`src/rtl/atari_pot_pkg.sv`:
```
// Shared types and default constants for the POKEY pot-scan emulation.
package atari_pot_pkg;

  localparam int unsigned POT_CENTER_DEF = 114;
  localparam int unsigned POT_MAX_DEF    = 228;

  typedef logic [7:0]        pot_t;
  typedef logic signed [7:0] axis_t;

  typedef enum logic {
    IDLE = 1'b0,
    SCAN = 1'b1
  } scan_state_t;

endpackage

```
`src/rtl/pot_axis_map.sv`:
```
// Combinational axis-to-pot-target map: centre + 7/8 of the axis, clamped to [1, POT_MAX].
// Optional deadzone around zero when POT_DEADZONE_EN is defined.
module pot_axis_map
  import atari_pot_pkg::*;
#(
  parameter int unsigned POT_CENTER = POT_CENTER_DEF,
  parameter int unsigned POT_MAX    = POT_MAX_DEF,
  parameter int unsigned DEADZONE   = 4
) (
  input  logic [7:0] axis_i,
  input  logic       en_i,
  output logic [7:0] tgt_o
);

  localparam logic signed [10:0] CENTER_S = 11'(POT_CENTER);
  localparam logic signed [10:0] MAX_S    = 11'(POT_MAX);

`ifdef POT_DEADZONE_EN
  localparam logic signed [10:0] DZ_S = 11'(DEADZONE);
`else
  logic dz_unused;
  assign dz_unused = ^DEADZONE;
`endif

  logic signed [10:0] ax_s;
  logic signed [10:0] lin_s;

  always_comb begin
    ax_s  = {{3{axis_i[7]}}, axis_i};
    lin_s = CENTER_S + ((ax_s * 11'sd7) >>> 3);
`ifdef POT_DEADZONE_EN
    if (ax_s < DZ_S && ax_s > -DZ_S) lin_s = CENTER_S;
`endif
    if (!en_i)                tgt_o = MAX_S[7:0];
    else if (lin_s < 11'sd1)  tgt_o = 8'd1;
    else if (lin_s > MAX_S)   tgt_o = MAX_S[7:0];
    else                      tgt_o = lin_s[7:0];
  end

endmodule

```
`src/rtl/pokey_pot_scan.sv`:
```
// POKEY POT0..POTn paddle-scan counters with ALLPOT status; targets latched at POTGO.
// Optional POT_DEADZONE_EN macro enables the axis deadzone inside pot_axis_map.
module pokey_pot_scan
  import atari_pot_pkg::*;
#(
  parameter int unsigned NUM_POT    = 4,
  parameter int unsigned POT_CENTER = POT_CENTER_DEF,
  parameter int unsigned POT_MAX    = POT_MAX_DEF,
  parameter int unsigned DEADZONE   = 4
) (
  input  logic                   CLK,
  input  logic                   RESET_N,
  input  logic                   ENABLE_15K,
  input  logic                   ENABLE_179,
  input  logic                   FAST_SCAN,
  input  logic                   POT_RESET,
  input  logic                   POTGO,
  input  logic [NUM_POT*8-1:0]   AXIS,
  input  logic [NUM_POT-1:0]     AXIS_EN,
  output logic [NUM_POT*8-1:0]   POT_VALUE,
  output logic [NUM_POT-1:0]     ALLPOT,
  output logic                   SCAN_BUSY
);

  localparam pot_t MAX8 = 8'(POT_MAX);

  pot_t        map_tgt [NUM_POT];
  pot_t        map_q   [NUM_POT];
  pot_t        tgt_q   [NUM_POT];
  pot_t        tgt_d   [NUM_POT];
  pot_t        val_q   [NUM_POT];
  pot_t        val_d   [NUM_POT];
  logic [NUM_POT-1:0] allpot_q, allpot_d;
  pot_t        cnt_q, cnt_d, cnt_inc;
  scan_state_t state_q, state_d;
  logic        tick;

  for (genvar g = 0; g < NUM_POT; g++) begin : g_map
    pot_axis_map #(
      .POT_CENTER (POT_CENTER),
      .POT_MAX    (POT_MAX),
      .DEADZONE   (DEADZONE)
    ) u_map (
      .axis_i (AXIS[8*g +: 8]),
      .en_i   (AXIS_EN[g]),
      .tgt_o  (map_tgt[g])
    );
    assign POT_VALUE[8*g +: 8] = val_q[g];
  end

  assign ALLPOT    = allpot_q;
  assign SCAN_BUSY = |allpot_q;

  // Priority: POT_RESET hold, then POTGO restart, then a count tick.
  always_comb begin
    tick     = FAST_SCAN ? ENABLE_179 : ENABLE_15K;
    cnt_inc  = (cnt_q == MAX8) ? cnt_q : cnt_q + 8'd1;
    cnt_d    = cnt_q;
    allpot_d = allpot_q;
    state_d  = state_q;
    tgt_d    = tgt_q;
    val_d    = val_q;
    if (POT_RESET) begin
      cnt_d    = '0;
      allpot_d = '0;
      state_d  = IDLE;
    end else if (POTGO) begin
      cnt_d    = '0;
      tgt_d    = map_q;
      allpot_d = '1;
      state_d  = SCAN;
    end else if (state_q == SCAN && tick) begin
      cnt_d = cnt_inc;
      for (int unsigned i = 0; i < NUM_POT; i++) begin
        if (allpot_q[i] && (cnt_inc >= tgt_q[i] || cnt_inc == MAX8)) begin
          val_d[i]    = cnt_inc;
          allpot_d[i] = 1'b0;
        end
      end
      if (allpot_d == '0 || cnt_inc == MAX8) state_d = IDLE;
    end
  end

  always_ff @(posedge CLK or negedge RESET_N) begin
    if (!RESET_N) begin
      state_q  <= IDLE;
      cnt_q    <= '0;
      allpot_q <= '0;
      for (int unsigned i = 0; i < NUM_POT; i++) begin
        map_q[i] <= MAX8;
        tgt_q[i] <= MAX8;
        val_q[i] <= MAX8;
      end
    end else begin
      state_q  <= state_d;
      cnt_q    <= cnt_d;
      allpot_q <= allpot_d;
      map_q    <= map_tgt;
      tgt_q    <= tgt_d;
      val_q    <= val_d;
    end
  end

endmodule

```
`config.mk`:
```
export PLATFORM = sky130hd
export DESIGN_NAME = pokey_pot_scan
export DESIGN_NICKNAME = d
export VERILOG_FILES = /design/src/rtl/atari_pot_pkg.sv /design/src/rtl/pot_axis_map.sv /design/src/rtl/pokey_pot_scan.sv
export SDC_FILE = /design/constraint.sdc
export NUM_CORES = 1
export LEC_CHECK = 0
export CAP_MARGIN = 20
export CORE_MARGIN = 2
export CORE_UTILIZATION = 64
export DETAILED_ROUTE_END_ITERATION = 6
export PLACE_DENSITY = 0.9
export SLEW_MARGIN = 20
export SYNTH_ARGS = -nofsm -noshare
export SYNTH_HDL_FRONTEND = slang
export SYNTH_HIERARCHICAL = 1
export SYNTH_SLANG_ARGS = --single-unit
```
`constraint.sdc`:
```
create_clock -name CLK -period 7.68 [get_ports CLK]
set_clock_uncertainty 0.05 [all_clocks]
set_input_delay 1.536 -clock CLK [delete_from_list [all_inputs] [get_ports CLK]]
set_output_delay 1.536 -clock CLK [all_outputs]
set_load 0.03 [all_outputs]
```
==> summary.txt <==
Finish
  – Layout cells sized above 1: ~15%
  – Final #Nets: 1,171
  – Area grow syn2layout: 13.33%
  – # diodes: 0

Global route
  – GRT Total Usage: a little over a quarter
  – Grt met1 use: between 30% and 40%
  – GR Util met3: 3.022%
  – Total grt overflow: 0
  – Vias in the first global route: 7,203
  – Largest net degree at the start of global routing: 69
  – First-pass GRT wire length: around 33,000 um
  – Grt met2 use: between 40% and 50%
  – Most used routing layer: met2
  – Initial antenna violation count: 0

Clocking
  – Clk sink count: roughly 110
  – CTS tree: done
  – Clock tree root buffer cell: clkbuf_16
  – Num CTS Buffers: 9
  – Clk_lat worst skew: around 0.35 ns
  – Hold Buf Count CTS: 0
  – Max Root-Sink Buffers: 2
  – Clock transition at path regs: approximately 0.070 ns
  – Post_cts resized: 0
  – Postcts setup bufs: 0
  – H-tree levels: 3

Floorplanning
  – Number of cell rows: 43
  – Die X: ~120 um
  – Core area: between 10,000 and 15,000 um^2
  – Die area: around 15,000 um^2
  – Die height: roughly 120 um
  – Top Ports: 80
  – Starting Density: 66.00%

Critical path
  – Cell Chain, Critical Path: clkdlybuf4s50_1 > ha_1 > inv_1 > fa_1 > inv_1 > ha_1 > nand4_1 > and3b_1 > nor2_1 > ha_1 > inv_1 > a2111oi_0 > a211oi_1 > and2_1 > xnor2_1 > o41ai_4 > o32ai_1
  – Crit-path max cell delay: 0.50 ns
  – Worst-path fanout max: 5
  – Slowest CP cell: fa_1
  – CP Data Required Time: slightly below 8 ns
  – Crit Path Category: in2reg
  – Startpoint types: input port
  – CP Capture Type: register
  – Crit path arrival time: a little under 6 ns

STA
  – Final hold vios: 0
  – RSZ-0062 raised after global routing: no
  – Final Critical Period: between 5 and 6 ns
  – Slew Limit Fails: 0
  – Number of setup violations in the final report: 0
  – Period utilization: roughly 74%
  – Worst relative slew slack: 18.00%
  – Total negative slack: 0 ns
  – Achievable Freq: around 0.18 GHz
  – Worst-margin pin slew: ~1.2 ns

Drt
  – WL/cell: between 15 and 20 um
  – Number of DRC markers in iteration 0: 509
  – Post-route ant nets: 0
  – Via density: slightly above 6
  – Initial DRT Pass Iterations: 5
  – Drt drc: 0
  – Via count: about 7,200
  – Drt total wl: between 15,000 and 20,000 um

Yosys
  – Avg Cell Area, Syn: around 9.8 um^2
  – Post-synth cell types: about 100
  – Sequential-to-total area share from yosys stat: ~30%
  – Yosys top cell area share: about 17%
  – FF+latch count, synth: 109
  – Post-synth EDFFs: 0
  – Synth warn: 6
  – Synth area leaders: dfrtp_1 (17%), ha_1 (14%), dfstp_2 (14%)
  – Syn nets: approximately 1,100
  – Ys async rst share: between 90% and 100%
  – Syn Std Cell Area: between 9000 and 10,000 um^2
  – Syn Inst Count: 934
  – Yosys top cell by area: dfrtp_1
  – Post-synth top flop: dfrtp_1

Pwr
  – Part of the power in registers: 30.2%
  – Combinational Power Share: about half
  – Peak supply drop: 0.1200 mV
  – Power Dens Cells: around 240 nW/um^2
  – Internal power: about 1.5 mW
  – Net Sw Frac: around 39%
  – NetSw: 0.9989 mW
  – Pwr Total: 2.535 mW
  – Clock network power share: about a fifth
  – P_leak: about 4.7 nW

Outcome
  – Status: complete, no violations

Placed design
  – RePlAce Congestion: ~0.88
  – DP HPWL: approximately 14,000 um
  – Port bufs: 79

Hold path
  – Hold Crit Class: reg2reg

Job
  – Max cap viols: 0
-- stage by stage --
step,instance area (um^2),utilization [%],hold slack (ns),setup WS [ns],cells
after floorplan,9196,-,0.3757,2.633,934
after global placement,10100,72.50,0.3842,1.933,1171
after detailed placement,10100,72.50,0.3881,1.702,1171
after CTS,10420,74.80,0.4088,2.065,1187
after global routing,10420,74.80,0.4287,1.699,1187
final,10420,74.80,0.4062,2.012,1187
-- worst max-delay path, delay by kind of cell --
kind            cells  cell delay [ns]
fa+ha+maj           4             1.42
buf+inv             4             0.65
xor+xnor            1             0.18
simple gates        4             0.88
compound gates      4             1.15
-- power groups by stage --
stage / Clock, mW / Sequential (mW) / Combinational, mW
2_1_floorplan: 0 / 0.766 / 1.02
3_3_place_gp: 0 / 0.765 / 1.22
3_5_place_dp: 0 / 0.772 / 1.26
4_1_cts: 0.487 / 0.766 / 1.28
5_1_grt: 0.512 / 0.777 / 1.43
6_report: 0.483 / 0.766 / 1.29
-- sequential cells by signal, indices dropped and copies added, names as in the netlist --
name       flops
ALLPOT         4
cnt_q          8
tgt_q         32
state_q        1
map_q         32
POT_VALUE     32
-- worst paths after layout --
kind,startpoint,endpoint,slack (ns),depth (start not counted)
setup / recovery,AXIS[11],map_q[16],2.01,17
max in group asynchronous,RESET_N,POT_VALUE[12],5.27,2
min in group asynchronous,RESET_N,tgt_q[12],1.11,1
hold / removal,map_q[1],tgt_q[1],0.41,2
setup reg to reg,cnt_q[0],POT_VALUE[20],3.86,11
hold reg to reg,map_q[1],tgt_q[1],0.41,2
-- final cells by class --
type,count,area (um^2)
clock buffer,11,252.7
clock inverter,5,67.56
fill,939,3512
inverter,88,330.3
multi-input combinational,713,5956
sequential,109,2788
tap,180,225.2
timing repair buffer,81,803.3
-- synth_stat cells (all sizes together) (13+ instances only) --
library cell and instances:
o21ai 53, nand2 73, dfstp 48, ha 102, xnor2 26, nand2b 19
mux2 41, nor3 16, a21o 16, inv 88, a21oi 46, a211oi 17
dfrtp 61, clkbuf 13, fa 24, nor2 49, nand3 22, xor2 21
-- per-layer routing --
metal / up-vias / routed length [um]
li1: 3504 / -
met1: 3475 / 8241
met2: 193 / 9950
met3: 51 / 745
met4: 0 / 496
met5: - / 0
-- kinds of logic after synthesis --
logic type / Yosys count / share of synthesized area [%]
AOI/OAI and AO/OA: 227 / 19.40
xor gates and xnor gates: 49 / 5.224
adders and majority gates: 126 / 19.10
buffers and inverters: 112 / 5.007
DFF: 109 / 30.31
muxes: 48 / 5.782
and+or+nand+nor: 263 / 15.17
-- layout by cell type, fill, tap and decap left out, types with 4 or more instances in the layout --
| cell type | n |
|---|---|
| inv_1 | 88 |
| a21oi_1 | 36 |
| dfrtp_1 | 61 |
| nor3b_1 | 7 |
| mux2i_1 | 7 |
| ha_1 | 102 |
| nor2_1 | 49 |
| nand2b_1 | 19 |
| a21o_1 | 16 |
| a21oi_2 | 6 |
| o21ai_1 | 4 |
| a211oi_1 | 17 |
| xnor2_1 | 23 |
| nand3_1 | 22 |
| o211a_1 | 4 |
| xor2_1 | 21 |
| or2_2 | 5 |
| mux2_2 | 39 |
| clkbuf_16 | 9 |
| a21oi_4 | 4 |
| a31oi_1 | 8 |
| and3_1 | 7 |
| o21ai_0 | 49 |
| or2_1 | 4 |
| or3_1 | 6 |
| nand2_1 | 73 |
| o31ai_1 | 7 |
| a221oi_1 | 4 |
| o211ai_1 | 6 |
| a211o_1 | 7 |
| o21a_1 | 9 |
| nor3_1 | 16 |
| and2_1 | 7 |
| dfstp_2 | 48 |
| fa_1 | 24 |
| nor2b_1 | 7 |
| nand4_1 | 10 |
| clkdlybuf4s50_1 | 78 |
Note: power is estimated with default switching activity, not from simulation.
